File: src/rtl/hazard_pkg.sv
// Shared types and helpers for the scoreboard hazard controller: forward-select
// codes, the per-stage instruction record and its match/aging helpers.
package hazard_pkg;

  // Record field widths; the top-level REG_AW/TIME_W parameters must equal these.
  localparam int HZ_REG_AW = 5;
  localparam int HZ_TIME_W = 2;

  localparam logic [1:0] FWD_D_RF  = 2'd0;
  localparam logic [1:0] FWD_D_E   = 2'd1;
  localparam logic [1:0] FWD_D_M   = 2'd2;
  localparam logic [1:0] FWD_D_W   = 2'd3;

  localparam logic [1:0] FWD_E_REG = 2'd0;
  localparam logic [1:0] FWD_E_M   = 2'd1;
  localparam logic [1:0] FWD_E_W   = 2'd2;

  localparam logic       FWD_M_REG = 1'b0;
  localparam logic       FWD_M_W   = 1'b1;

  typedef struct packed {
    logic [HZ_REG_AW-1:0] a3;
    logic                 we;
    logic [HZ_TIME_W-1:0] tnew;
    logic [HZ_REG_AW-1:0] rs;
    logic [HZ_REG_AW-1:0] rt;
    logic [HZ_TIME_W-1:0] rs_tuse;
    logic [HZ_TIME_W-1:0] rt_tuse;
    logic                 md_start;
    logic                 md_div;
  } hz_rec_t;

  function automatic logic rec_match(input hz_rec_t rec, input logic [HZ_REG_AW-1:0] addr);
    return rec.we && (rec.a3 == addr) && (rec.a3 != '0);
  endfunction

  function automatic logic [HZ_TIME_W-1:0] dec_sat(input logic [HZ_TIME_W-1:0] t);
    return (t == '0) ? t : t - HZ_TIME_W'(1);
  endfunction

  // One stage of travel: every timing field moves one cycle closer to zero.
  function automatic hz_rec_t rec_age(input hz_rec_t rec);
    hz_rec_t r;
    r         = rec;
    r.tnew    = dec_sat(rec.tnew);
    r.rs_tuse = dec_sat(rec.rs_tuse);
    r.rt_tuse = dec_sat(rec.rt_tuse);
    return r;
  endfunction

endpackage

File: src/rtl/md_busy_counter.sv
// Busy counter for the multi-cycle mult/div unit: loads when a mult/div sits in
// E at a clock edge, then counts down to idle.
module md_busy_counter #(
  parameter int MULT_CYCLES = 5,
  parameter int DIV_CYCLES  = 10
) (
  input  logic clk,
  input  logic reset,
  input  logic i_load,
  input  logic i_div,
  output logic o_busy
);

  localparam int MAX_CYCLES = (DIV_CYCLES > MULT_CYCLES) ? DIV_CYCLES : MULT_CYCLES;
  localparam int CNT_W      = $clog2(MAX_CYCLES + 1);

  logic [CNT_W-1:0] r_count;

  // NOTE: sequential state uses non-blocking assignments so every register
  // samples pre-edge values; reset is checked first so it beats a load.
  always_ff @(posedge clk) begin
    if (reset) begin
      r_count <= '0;
    end else if (i_load) begin
      r_count <= i_div ? CNT_W'(DIV_CYCLES) : CNT_W'(MULT_CYCLES);
    end else if (r_count != '0) begin
      r_count <= r_count - CNT_W'(1);
    end
  end

  assign o_busy = (r_count != '0);

endmodule

File: src/rtl/hazard_ctrl_sb.sv
// Scoreboard hazard controller for the 5-stage MIPS pipeline: tracks E/M/W
// destination records, selects D/E/M forwarding and raises the F/D stall.
module hazard_ctrl_sb #(
  parameter int REG_AW      = 5,
  parameter int TIME_W      = 2,
  parameter int MULT_CYCLES = 5,
  parameter int DIV_CYCLES  = 10
) (
  input  logic              clk,
  input  logic              reset,
  input  logic [REG_AW-1:0] D_rs_addr,
  input  logic [REG_AW-1:0] D_rt_addr,
  input  logic [TIME_W-1:0] D_rs_tuse,
  input  logic [TIME_W-1:0] D_rt_tuse,
  input  logic [REG_AW-1:0] D_a3,
  input  logic              D_regwe,
  input  logic [TIME_W-1:0] D_tnew,
  input  logic              D_md_start,
  input  logic              D_md_div,
  input  logic              D_hilo_use,
  output logic [1:0]        D_rsop,
  output logic [1:0]        D_rtop,
  output logic [1:0]        E_rsop,
  output logic [1:0]        E_rtop,
  output logic              M_rtop,
  output logic              md_busy,
  output logic              stall
);

  import hazard_pkg::*;

  hz_rec_t r_rec_e, r_rec_m, r_rec_w;
  hz_rec_t w_rec_d;
  logic    w_md_busy, w_rs_stall, w_rt_stall, w_md_stall, w_stall;
  logic    w_unused;

  // A matching E record that is not ready hides older copies of the register.
  function automatic logic [1:0] d_fwd(input hz_rec_t e, input hz_rec_t m, input hz_rec_t w,
                                       input logic [REG_AW-1:0] addr);
    if (rec_match(e, addr)) return (e.tnew == '0) ? FWD_D_E : FWD_D_RF;
    if (rec_match(m, addr) && (m.tnew == '0)) return FWD_D_M;
    if (rec_match(w, addr)) return FWD_D_W;
    return FWD_D_RF;
  endfunction

  function automatic logic [1:0] e_fwd(input hz_rec_t m, input hz_rec_t w,
                                       input logic [REG_AW-1:0] addr);
    if (rec_match(m, addr) && (m.tnew == '0)) return FWD_E_M;
    if (rec_match(w, addr)) return FWD_E_W;
    return FWD_E_REG;
  endfunction

  function automatic logic reg_stall(input hz_rec_t e, input hz_rec_t m,
                                     input logic [REG_AW-1:0] addr, input logic [TIME_W-1:0] tuse);
    if (rec_match(e, addr)) return tuse < e.tnew;
    if (rec_match(m, addr)) return tuse < m.tnew;
    return 1'b0;
  endfunction

  assign w_rec_d = '{a3: D_a3, we: D_regwe, tnew: D_tnew, rs: D_rs_addr, rt: D_rt_addr,
                     rs_tuse: D_rs_tuse, rt_tuse: D_rt_tuse,
                     md_start: D_md_start, md_div: D_md_div};

  always_ff @(posedge clk) begin
    if (reset) begin
      r_rec_e <= '0;
      r_rec_m <= '0;
      r_rec_w <= '0;
    end else begin
      r_rec_w <= rec_age(r_rec_m);
      r_rec_m <= rec_age(r_rec_e);
      r_rec_e <= w_stall ? hz_rec_t'('0) : w_rec_d;
    end
  end

  md_busy_counter #(
    .MULT_CYCLES (MULT_CYCLES),
    .DIV_CYCLES  (DIV_CYCLES)
  ) u_md_busy_counter (
    .clk    (clk),
    .reset  (reset),
    .i_load (r_rec_e.md_start),
    .i_div  (r_rec_e.md_div),
    .o_busy (w_md_busy)
  );

  assign w_rs_stall = reg_stall(r_rec_e, r_rec_m, D_rs_addr, D_rs_tuse);
  assign w_rt_stall = reg_stall(r_rec_e, r_rec_m, D_rt_addr, D_rt_tuse);
  assign w_md_stall = D_hilo_use && (w_md_busy || r_rec_e.md_start);
  assign w_stall    = w_rs_stall | w_rt_stall | w_md_stall;

  assign D_rsop  = d_fwd(r_rec_e, r_rec_m, r_rec_w, D_rs_addr);
  assign D_rtop  = d_fwd(r_rec_e, r_rec_m, r_rec_w, D_rt_addr);
  assign E_rsop  = e_fwd(r_rec_m, r_rec_w, r_rec_e.rs);
  assign E_rtop  = e_fwd(r_rec_m, r_rec_w, r_rec_e.rt);
  assign M_rtop  = rec_match(r_rec_w, r_rec_m.rt) ? FWD_M_W : FWD_M_REG;
  assign md_busy = w_md_busy;
  assign stall   = w_stall;

  // The W record only feeds address matching; its timing fields retire here.
  assign w_unused = ^r_rec_w;

endmodule

File: config.mk
export PLATFORM = sky130hd
export DESIGN_NAME = hazard_ctrl_sb
export DESIGN_NICKNAME = d
export VERILOG_FILES = /design/src/rtl/hazard_pkg.sv /design/src/rtl/md_busy_counter.sv /design/src/rtl/hazard_ctrl_sb.sv
export SDC_FILE = /design/constraint.sdc
export NUM_CORES = 1
export LEC_CHECK = 0
export ABC_AREA = 0
export BUFFER_PORTS_ARGS = -buffer_cell sky130_fd_sc_hd__buf_2
export CELL_PAD_IN_SITES_DETAIL_PLACEMENT = 0
export CELL_PAD_IN_SITES_GLOBAL_PLACEMENT = 1
export CORE_AREA = 8 8 101 103
export CTS_BUF_LIST = sky130_fd_sc_hd__clkbuf_16
export CTS_CLUSTER_SIZE = 20
export DETAILED_ROUTE_END_ITERATION = 8
export DIE_AREA = 0 0 109 111
export HOLD_SLACK_MARGIN = 0.15
export PLACE_DENSITY_LB_ADDON = 0.1
export SLEW_MARGIN = 25
export SYNTH_ARGS = -nofsm -noshare
export SYNTH_HDL_FRONTEND = slang
export SYNTH_SLANG_ARGS = --single-unit
File: constraint.sdc
create_clock -name clk -period 5.9 [get_ports clk]
set_clock_uncertainty 0.15 [all_clocks]
set_input_delay 0.295 -clock clk [delete_from_list [all_inputs] [get_ports clk]]
set_output_delay 0.295 -clock clk [all_outputs]
set_load 0.05 [all_outputs]
Word-level counts from Yosys, hierarchy flattened
Cells that the tools add are included.
{ "op_classes": {"n_addsub": 2, "order_cmp": 4, "eq_ne": 11, "muxes": 56, "n_bitwise": 2, "reduce_logical": 36} }
{ "ops": {"columns": ["cell", "n"], "rows": [
  ["equality test 5 bit", 11],
  ["2-to-1 mux 2 bit", 21],
  ["2-to-1 mux 1 bit", 32],
  ["logical AND 1 bit", 27],
  ["nonzero test 5 bit", 3],
  ["2-to-1 mux 4 bit", 3],
  ["less-than comparator 2 bit", 4],
  ["zero test 2 bit", 2],
  ["nonzero test 4 bit", 1],
  ["subtractor 4 x 1 -> 4 bit, second input constant", 1],
  ["bitwise OR 1 bit", 2],
  ["nonzero test 2 bit", 1],
  ["OR reduction 2 bit", 1],
  ["subtractor 2 x 1 -> 2 bit, second input constant", 1],
  ["logical OR 1 bit", 1]
]} }
{ "word_totals": {"regBits": 43, "inputBits": 27, "out_inout_bits": 11} }

Logic depth before layout (Yosys ltp)
Gate-level depths: netlist of the first run.
{ "depth": {"word_depth": 11, "depth_mapped": 8} }

Modules after synthesis
A second synthesis of the first run with hierarchy kept.
{ "unflattened": {"cells_unflattened": 252, "area_unflattened_um2": 2446.1} }
{ "modules_own_cells": {"columns": ["module", "n_inst", "cells_each", "area_per_inst_um2", "seq_area_each_um2"], "rows": [
  ["hazard_ctrl_sb", 1, 226, 2213.4, 780.7],
  ["md_busy_counter", 1, 26, 232.7, 80.1]
]} }

Worst setup path after synthesis of the first run
No wires, ideal clock.
{ "synth_timing": {"kind": "register to output", "start": "register r_rec_m[21] (netlist name)", "end": "output port E_rtop[1]", "arrival_ns": 3.049, "t_required_ns": 5.455, "setup_slack_ns": 2.406, "stages_incl_launch_ff": 6, "n_path_buf": 1, "cell_sequence": "dfxtp_1 buf_4 or4_4 o211ai_2 nor4_1 nor4_1"} }
{ "synth_via": {"elab_chain_cells": 6, "word_cells_on_any_way": 7} }
{ "synth_rtl": {"columns": ["element", "line", "rtl"], "rows": [
  ["from (decl)", "hazard_ctrl_sb.sv:32", "hz_rec_t r_rec_e, r_rec_m, r_rec_w;"],
  ["from (signal assigned)", "hazard_ctrl_sb.sv:71", "r_rec_m <= rec_age(r_rec_e);"],
  ["equality test 5 bit", "hazard_pkg.sv:34", "return rec.we && (rec.a3 == addr) && (rec.a3 != '0);"],
  ["logical AND 1 bit", "hazard_pkg.sv:34", null],
  ["logical AND 1 bit *", "hazard_pkg.sv:34", null],
  ["logical AND 1 bit *", "hazard_ctrl_sb.sv:48", "if (rec_match(m, addr) && (m.tnew == '0)) return FWD_E_M;"],
  ["2-to-1 mux 1 bit *", "hazard_ctrl_sb.sv:48", null],
  ["2-to-1 mux 2 bit *", "hazard_ctrl_sb.sv:49", "if (rec_match(w, addr)) return FWD_E_W;"],
  ["to (decl)", "hazard_ctrl_sb.sv:24", "output logic [1:0] E_rtop,"]
]} }
Mark *: on every way between the ends. The rest lies on a longest branch, timed or not.

Worst setup path in the final report of the first run
{ "layout_timing": {"start": "register r_rec_m[19] (netlist name)", "end": "output port stall"} }
{ "layout_via": {"elab_chain_cells": 9, "word_cells_on_any_way": 19} }
{ "layout_rtl": {"columns": ["element", "line", "rtl"], "rows": [
  ["equality test 5 bit", "hazard_pkg.sv:34", null],
  ["logical AND 1 bit (2 in series)", "hazard_pkg.sv:34", null],
  ["2-to-1 mux 1 bit (2 in series)", "hazard_ctrl_sb.sv:56", "if (rec_match(m, addr)) return tuse < m.tnew;"],
  ["2-to-1 mux 1 bit", "hazard_ctrl_sb.sv:57", "return 1'b0;"],
  ["2-to-1 mux 1 bit", "hazard_ctrl_sb.sv:56", null],
  ["bitwise OR 1 bit * (2 in series)", "hazard_ctrl_sb.sv:90", "assign w_stall = w_rs_stall | w_rt_stall | w_md_stall;"],
  ["to (decl)", "hazard_ctrl_sb.sv:27", "output logic stall"]
]} }
Mark *: on every way between the ends. The rest lies on a longest branch, timed or not. The select of a mux whose other input is x is not followed.

==> run metrics, run 1 <==
Port Buffers=37; Critical Path End Type=primary output; Clock Tree Root=clkbuf_16; Final Max Tran Viols=0; DP Wirelength=4.98 mm; max-cap viol count=0; Leak Pwr=0.00124 uW; post-synthesis adder-cell area fraction=2.98%; share of layout cells above drive strength 1=24.9%; Clk pin slew, worst setup/hold paths=0.06 ns; clk buf depth=2; die extent in x=109 um; Top Layer Used=met4; reg-to-reg startpoint=r_rec_m[19]; Congestion Overflow GR=0; Fin. Hold Viols=0; routability cong.=0.765; DR WL/cell=16.1 um; Critical Path RT=5.45 ns; worst-path cell chain=xnor2_1, nand3_1, or4b_1, o211ai_2, buf_4, or3b_1, buf_2; Cell variety after synth=40; Non-Filler Instances=405; metal1 wirelength=3.31 mm; H-tree levels=2; via count of the first global-routing pass=2005; Seq cells post-synth=43; final setup fails=0; Synthesized Nets=294; dpl cells=387; first-pass GRT wire length=10.6 mm; Area growth syn-to-layout=17.5%; outcome=complete, no violations; Worst Tran Pin Value=0.724 ns; fin nets=329; Hold WC Path Type=in2reg; std cell rows=34; register area share after synthesis=34.2%; met3 routed WL=243 um; net switching fraction of the power=34.8%; n_diodes=0; Top delay family on crit path=simple AND/OR/NAND/NOR gates; Post-synth top flop=dfxtp_1; main combinational cell family by area after synthesis=simple AND/OR/NAND/NOR gates; XOR/XNOR share of the synthesized area=20.2%; Antenna Nets Post-Route=0; WP buf/inv=2; Synth Cell Area=0.00252 sq mm; First-pass DRT Iterations=4; CP max stage delay=0.59 ns; initial core utilization=29.4%; WP data arrival=2.56 ns; average size of a mapped cell=9.64 sq um; post-synthesis compound-gate area fraction=5.82%; DRT iter0 DRCs=56; Die Area=0.0121 sq mm; Tot GR Track Use=11.2%; Crit path depth=7; Sink Count=43; Vias/cell=4.63; CTS-repair resized insts=0; CP Launch Point=r_rec_m[19]; sequential power share=39.7%; RSZ-0062 raised after global routing=no; Combinational Power Share=31.5%; Reg2Reg Depth=6; Clk network pwr share=28.8%; worst setup margin=2.89 ns; critical-path maximum fanout=21; TNS Setup=0 ns; Post-synth EDFFs=0; Setup crit end=stall; CTS Buf Count=5; Final Cycle Share=51.0%; CTS tree=built; simple-gate share of the synthesized area=30.1%; pin count of the biggest net entering global routing=44; Setup WS pre-CTS=3.18 ns; Slowest cell on crit path=dfxtp_1; min Tclk post-route=3.01 ns; r2r endpoint=r_rec_e[23]; Ports=38; clk_lat worst skew=0.28 ns; core area=0.00855 sq mm; Power Dens Cells=321 mW/mm^2; final core occ=34.6%; initial antenna violation count=0; Post-Synthesis Cells=261; total wire length=6.53 mm; sw power=331 uW; DRC errors left=0; routed wl met2=2.85 mm; P_int=619 uW; register-to-register setup slack=3.65 ns; Post-CTS Setup Repair Bufs=0; worst rel slew slack=51.7%; Startpoint Class=flip-flop; Peak Freq=0.333 GHz; Yosys Warn Count=0; vias after detailed routing=1877; kind of critical path=reg2out; Die Ht=111 um; Post-synth ARST share=0%; Max VDD drop=0.208 mV; mux contribution to synthesized area=0%
## synthesized netlist by cell type (all sizes together), types with 2 or more instances
master	instances	area, sq um
nand3b	20	150
inv	6	22.5
nor2	11	41.3
o21a	2	15.0
xnor2	29	254
or4	6	48.8
o211ai	2	25.0
buf	16	126
dfxtp	43	861
o21ai	5	28.8
xor2	29	254
clkbuf	5	18.8
nand2	3	11.3
or3b	2	17.5
a21oi	4	20.0
nand4	2	12.5
nor3	25	225
or4b	3	33.8
a211o	3	27.5
nor2b	17	106
ha	6	75.1
nand2b	2	12.5
nor4	6	37.5
nand3	7	40.0
## registers in the layout, summed over array words and instances (netlist names)
signal,count
r_rec_m,13
r_rec_w,6
r_rec_e,20
u_md_busy_counter.r_count,4
## worst min-delay path by stage
stage | startpoint | endpoint | slack, ns | cells after the start
final | D_rt_addr[1] | r_rec_e[7] | 0.18 | 3
after global routing | D_rs_addr[1] | r_rec_e[12] | 0.20 | 3
after CTS | D_rt_addr[1] | r_rec_e[7] | 0.18 | 3
after detailed placement | r_rec_e[16] | r_rec_m[16] | 0.32 | 1
after global placement | r_rec_e[16] | r_rec_m[16] | 0.33 | 1
after floorplan | r_rec_e[16] | r_rec_m[16] | 0.27 | 1
## metal layers
metal / GRT usage (%) / up-vias
li1: - / 957
met1: 15.1 / 879
met2: 17.2 / 33
met3: 2.56 / 8
met4: 3.65 / 0
met5: 0 / -
## power groups by stage
stage	Clock, uW	Sequential (uW)	Combinational (uW)
5_1_grt	293	384	333
4_1_cts	285	377	305
6_report	273	377	299
3_3_place_gp	0	385	303
3_5_place_dp	0	384	297
2_1_floorplan	0	364	272
## worst reg2reg max path, stage by stage (launching register included)
cell,delay (ns)
dfxtp_1,0.59
xnor2_1,0.17
nand3_1,0.11
or4b_1,0.50
o211ai_2,0.15
buf_4,0.35
nor3_2,0.12
## layout by cell type, fill, tap and decap left out, types with 3 or more instances in the layout
| master | count |
|---|---|
| dfxtp_1 | 43 |
| buf_2 | 37 |
| xor2_1 | 29 |
| xnor2_1 | 29 |
| nor3_2 | 21 |
| nand3b_1 | 20 |
| nor2b_1 | 17 |
| nor2_1 | 11 |
| dlygate4sd3_1 | 10 |
| inv_1 | 6 |
| nor4_1 | 6 |
| nand3_1 | 6 |
| ha_1 | 6 |
| or4_1 | 5 |
| clkbuf_16 | 5 |
| nor3_1 | 4 |
| a21oi_1 | 4 |
| nand2_1 | 3 |
## final cells by class
class / instances / area, sq um
tap: 108 / 135
inverter: 6 / 22.5
clock buffer: 5 / 125
fill: 878 / 5590
timing repair buffer: 49 / 300
multi-input combinational: 191 / 1490
clock inverter: 3 / 20.0
sequential: 43 / 861
## per-stage QoR
stage	hold WS [ns]	area (sq um)	power (uW)
final	0.182	2960	950
after global routing	0.199	2960	1010
after CTS	0.179	2960	967
after detailed placement	0.319	2710	682
after global placement	0.332	2710	688
after floorplan	0.271	2520	636
## cell families (layout without fill, tap and decap cells)
kind of cell | Yosys count | count (layout)
compound gates | 20 | 20
xor+xnor | 58 | 58
fa+ha+maj | 6 | 6
buf+inv | 27 | 63
flops | 43 | 43
simple gates | 107 | 107
## repair_timing
action                     4_1_cts  5_1_grt
hold endpoints to repair        10        0
hold buffers                    10        0
setup endpoints to repair        0        0
No activity file was read; power rests on OpenSTA's default activity.
==> inputs of run 2 (changes only) <==
Clock period 5.9 ns to 2.8 ns, I/O delays scaled along.
==> run metrics, run 2 (synthesis results as in run 1) <==
most common cell after layout, fill and taps aside=dfxtp_1; initial antenna violation count=0 (unchanged); outcome=complete, no violations; DP Wirelength=5.07 mm (+1.9%); worst-path cell chain=dlygate4sd3_1, buf_2, xor2_1, a211o_1, or4b_4, nand3b_1, nor3_2, dlygate4sd3_1; CP max stage delay=0.66 ns (+0.07 ns); Largest register FFs=20 (unchanged); first-pass GRT wire length=11.1 mm (+4.8%); Clk pin slew, worst setup/hold paths=0.06 ns (about the same); Hold WC Path Type=in2reg; total wire length=6.99 mm (+6.9%); DRC errors left=0 (unchanged); Clock Tree Root=clkbuf_16; clk_lat worst skew=0.28 ns (about the same); routability cong.=0.744 (-2.8%); CTS Buf Count=5 (unchanged); Setup WS pre-CTS=0.467 ns (-2.71 ns); Final Cycle Share=97.2%; final non-filler cell area=0.00313 sq mm (+5.8%); RSZ-0062 raised after global routing=no; Max VDD drop=0.333 mV (+60%); Worst Tran Pin Value=0.748 ns (+0.0235 ns); vias after detailed routing=1909 (+1.7%); cell mode on critical path=dlygate4sd3_1; final setup fails=0 (unchanged); Top delay family on crit path=buffers and inverters; Final Max Tran Viols=0 (unchanged); Ports=38 (unchanged); worst hold start=reset; worst rel slew slack=50.2% (-1.6 points); Area growth syn-to-layout=24.3%; n_diodes=0 (unchanged); max-cap viol count=0 (unchanged); pin count of the biggest net entering global routing=44 (unchanged); First-pass DRT Iterations=4 (unchanged); Sink Count=43 (unchanged); Congestion Overflow GR=0 (unchanged); std cell rows=34 (unchanged); fin nets=345 (+4.9%); WP buf/inv=3 (+1); Startpoint Class=input port; min Tclk post-route=2.72 ns; Critical Path RT=2.82 ns (-2.63 ns); CTS tree=built; via count of the first global-routing pass=2010 (+0.25%); Power Dens Cells=644 mW/mm^2 (+100%); Antenna Nets Post-Route=0 (unchanged); reg-to-reg startpoint=r_rec_e[21]; WP data arrival=2.74 ns (+0.18 ns); Fin. Hold Viols=0 (unchanged); TNS Setup=0 ns (unchanged); critical-path maximum fanout=11 (-48%); placed instance area=0.00276 sq mm (+1.8%); Peak Freq=0.367 GHz; H-tree levels=2 (unchanged); Leak Pwr=0.00131 uW (+6.1%); largest reg by FF count=r_rec_e; core area=0.00855 sq mm (unchanged); DR WL/cell=16.6 um (+2.9%); kind of critical path=in2reg; Die Area=0.0121 sq mm (unchanged); Vias/cell=4.53 (-2.2%); Tot GR Track Use=11.7% (+0.42 points); worst setup margin=0.0780 ns (-2.81 ns); DRT iter0 DRCs=64 (+14%); Fillers=892 (+1.6%); Port Buffers=37 (unchanged); die extent in x=109 um (unchanged); share of layout cells above drive strength 1=25.6% (+0.64 points); initial core utilization=29.4% (unchanged); CP Launch Point=D_rs_addr[3]; Slowest cell on crit path=or4b_4; Largest regs=r_rec_e x20, r_rec_m x13, r_rec_w x6; most frequent cells in the layout=43 x dfxtp_1, 36 x buf_2, 29 x xor2_1, 29 x xnor2_1, 22 x dlygate4sd3_1; Critical Path End Type=flip-flop; Die Ht=111 um (unchanged); clk buf depth=2 (unchanged)
==> run 2: changes by cell type in the layout (fill, tap and decap cells not counted), sizes merged <==
cell and change:
clkinvlp -1, clkbuf +1, buf +2, or4b +1, inv +1, dlygate4sd3 +12
==> run 2: report_power, final <==
part	internal (uW)	leakage [uW]	total (uW)	switching [uW]
Clock	321	0.0000701	550	229
Sequential	700	0.000353	796	96.1
Combinational	299	0.000888	669	370
==> run 2: path summary, 6_finish.rpt <==
kind | slack [ns] | endpoint | cells past startpoint
max | 0.08 | r_rec_e[16] | 8
min | 0.27 | u_md_busy_counter.r_count[1] | 2
max reg2reg | 0.20 | r_rec_e[16] | 7
min reg2reg | 0.31 | r_rec_m[16] | 1
==> run 2: metrics by stage <==
| step | util [%] | std cells | total power (uW) | hold WS (ns) |
|---|---|---|---|---|
| 2_1_floorplan | - | 261 | 1350 | 0.147 |
| 4_1_cts | 36.4 | 420 | 2050 | 0.276 |
| 3_3_place_gp | 32.3 | 390 | 1460 | 0.259 |
| 5_1_grt | 36.6 | 421 | 2140 | 0.305 |
| 3_5_place_dp | 32.3 | 390 | 1450 | 0.259 |
| 6_report | 36.6 | 421 | 2010 | 0.269 |
==> run 2: timing repair <==
action	CTS	global route
buffers inserted	0	0
resized for setup	0	1
endpoints found under the hold margin	20	0
setup endpoints to repair	0	3
hold buffers	22	0
==> run 2: final cells by class <==
| class | count | area, sq um | share of cell area, % |
|---|---|---|---|
| clock buffers | 5 | 125 | 4.00 |
| multi-input cells | 192 | 1530 | 48.8 |
| inverters | 6 | 22.5 | 0.720 |
| flip-flops and latches | 43 | 861 | 27.5 |
| repair buffers | 64 | 445 | 14.2 |
| well taps | 108 | 135 | 4.32 |
| clock inverters | 3 | 11.3 | 0.360 |
==> run 2: routing by layer <==
layer | up-vias | part of all wire [%] | global-route usage, %
li1 | 988 | - | -
met1 | 890 | 51 | 15.9
met2 | 26 | 46 | 18.0
met3 | 5 | 2.7 | 2.56
met4 | 0 | 0.76 | 2.74
met5 | - | 0 | 0
==> run 2: worst reg2reg max path: stages, from the launching register on <==
cell           delay (ns)
dfxtp_1              0.36
nor4_1               0.36
a211o_1              0.25
nor2_1               0.11
nor3_2               0.25
buf_4                0.37
nor3_2               0.08
dlygate4sd3_1        0.56
==> inputs of run 3 (changes only) <==
Settings changed: CORE_AREA 8 8 101 103 to 8 8 99 92, CTS_CLUSTER_SIZE 20 to 28, DIE_AREA 0 0 109 111 to 0 0 107 100.
==> run metrics, run 3 (synthesis results as in run 1) <==
die extent in x=107 um (-1.8%); n_diodes=0 (unchanged); Largest register FFs=20 (unchanged); clk buf depth=2 (unchanged); Multi-input gate area=0.00153 sq mm (unchanged); Top delay family on crit path=simple AND/OR/NAND/NOR gates; share of layout cells above drive strength 1=26.9% (+1.4 points); DR WL/cell=17.1 um (+2.8%); DP Wirelength=4.97 mm (-2.0%); initial antenna violation count=0 (unchanged); worst rel slew slack=52.1% (+1.9 points); CP max stage delay=0.58 ns (-0.08 ns); final core occ=42.7% (+6.1 points); worst setup margin=0.152 ns (+0.0743 ns); DRT iter0 DRCs=50 (-22%); Fin. Hold Viols=0 (unchanged); Die Area=0.0107 sq mm (-12%); Hold WC Path Type=in2reg; kind of critical path=reg2out; Leak Pwr=0.00132 uW (+0.82%); core area=0.00739 sq mm (-14%); initial core utilization=34.0% (+4.6 points); CP Launch Point=r_rec_m[20]; hold slack=0.250 ns (-0.0188 ns); max-cap viol count=0 (unchanged); routability cong.=0.776 (+4.3%); register-to-register setup slack=0.54 ns (+0.34 ns); Peak Freq=0.378 GHz (+2.8%); Power Dens Cells=705 mW/mm^2 (+9.4%); area of all sequential standard cells=861 sq um (unchanged); r2r endpoint=r_rec_e[9]; Reg2Reg Depth=6 (-1); Port Buffers=37 (unchanged); Area growth syn-to-layout=25.5%; Clk pin slew, worst setup/hold paths=0.06 ns (about the same); outcome=complete, no violations; Critical Path End Type=primary output; Startpoint Class=flip-flop; Max VDD drop=0.303 mV (-8.9%); First-pass DRT Iterations=4 (unchanged); fin nets=344 (-0.29%); largest reg by FF count=r_rec_e; Congestion Overflow GR=0 (unchanged); Slowest cell on crit path=or4_4; Setup WS pre-CTS=0.444 ns (-0.0233 ns); Largest regs=r_rec_e x20, r_rec_m x13, r_rec_w x6; vias after detailed routing=1921 (+0.63%); Die Ht=100 um (-9.9%); via count of the first global-routing pass=2046 (+1.8%); first-pass GRT wire length=11.2 mm (+1.2%); pin count of the biggest net entering global routing=44 (unchanged); std cell rows=30 (-12%); Fillers=733 (-18%); most common cell after layout, fill and taps aside=dfxtp_1; H-tree levels=2 (unchanged); Antenna Nets Post-Route=0 (unchanged); DRC errors left=0 (unchanged); most frequent cells in the layout=43 x dfxtp_1, 36 x buf_2, 29 x xor2_1, 29 x xnor2_1, 21 x nor3_2; Worst Tran Pin Value=0.719 ns (-0.0287 ns); worst-path cell chain=or4_4, o211ai_2, or3_1, nor3b_1, a21o_1, buf_2; critical-path maximum fanout=6 (-5); WP data arrival=2.36 ns (-0.38 ns); Clock Tree Root=clkbuf_16; CTS Buf Count=5 (unchanged); RSZ-0062 raised after global routing=no; min Tclk post-route=2.65 ns (-0.0743 ns); Ports=38 (unchanged); Critical Path RT=2.51 ns (-0.31 ns); final setup fails=0 (unchanged); Vias/cell=4.71 (+3.8%); Crit path depth=6 (-2); reg-to-reg startpoint=r_rec_m[21]; total wire length=6.96 mm (-0.39%); Final Cycle Share=94.6% (-2.7 points); CTS tree=built; WP buf/inv=1 (-2); Setup crit end=D_rtop[0]; Sink Count=43 (unchanged); clk_lat worst skew=0.29 ns (about the same); Tot GR Track Use=13.5% (+1.8 points); Final Max Tran Viols=0 (unchanged); TNS Setup=0 ns (unchanged)
-- run 3: cell types whose count changed in the layout (fill, tap and decap cells not counted), sizes merged --
cell	previous run	this run
buf	41	42
dlygate4sd3	22	20
bufinv	0	2
clkinvlp	0	1
inv	7	6
clkinv	2	0
-- run 3: how the worst min path moves through the flow --
| stage | from | end | slack [ns] | depth (start not counted) |
|---|---|---|---|---|
| finish | reset | u_md_busy_counter.r_count[1] | 0.25 | 2 |
| global route | reset | r_rec_m[19] | 0.30 | 2 |
| CTS | reset | u_md_busy_counter.r_count[0] | 0.26 | 2 |
| detailed placement | D_a3[2] | r_rec_e[21] | 0.26 | 3 |
| global placement | D_a3[1] | r_rec_e[20] | 0.26 | 3 |
| floorplan | D_md_div | r_rec_e[0] | 0.15 | 2 |
-- run 3: timing repair --
action                                 in CTS  in global routing
endpoints found under the hold margin      20                  0
resized for setup                           0                  1
hold buffers                               20                  0
buffers inserted                            0                  2
setup endpoints to repair                   0                  1
-- run 3: where the power goes --
group / internal (uW) / leakage, uW / total (uW) / switching [uW]
registers: 700 / 0.000353 / 795 / 95.5
clock network: 511 / 0.0000900 / 764 / 253
logic: 294 / 0.000879 / 665 / 371
-- run 3: worst register-to-register path, delay by kind of cell (launching register included) --
family / cells / cell delay [ns]
and+or+nand+nor: 3 / 0.89
AOI/OAI and AO/OA: 2 / 0.23
DFF: 1 / 0.50
buffers and inverters: 1 / 0.35
-- run 3: layer usage --
metal	GRT usage, %	up-vias	wire length, um
li1	-	991	-
met1	17.9	890	3480
met2	21.3	35	3170
met3	2.88	5	238
met4	3.89	0	76
met5	0	-	0
-- run 3: stage by stage --
| stage | instance area [sq um] | power (uW) | std cells |
|---|---|---|---|
| global placement | 2740 | 1450 | 377 |
| detailed placement | 2740 | 1450 | 377 |
| CTS | 3130 | 2250 | 405 |
| global route | 3160 | 2360 | 408 |
| finish | 3160 | 2220 | 408 |
| floorplan | 2540 | 1350 | 261 |
-- run 3: final cells by class --
type / instances / area share (%)
clock buffer: 5 / 3.96
clock inverter: 3 / 2.14
inverter: 6 / 0.713
multi-input combinational: 192 / 48.4
sequential: 43 / 27.3
tap: 96 / 3.80
timing repair buffer: 63 / 13.7
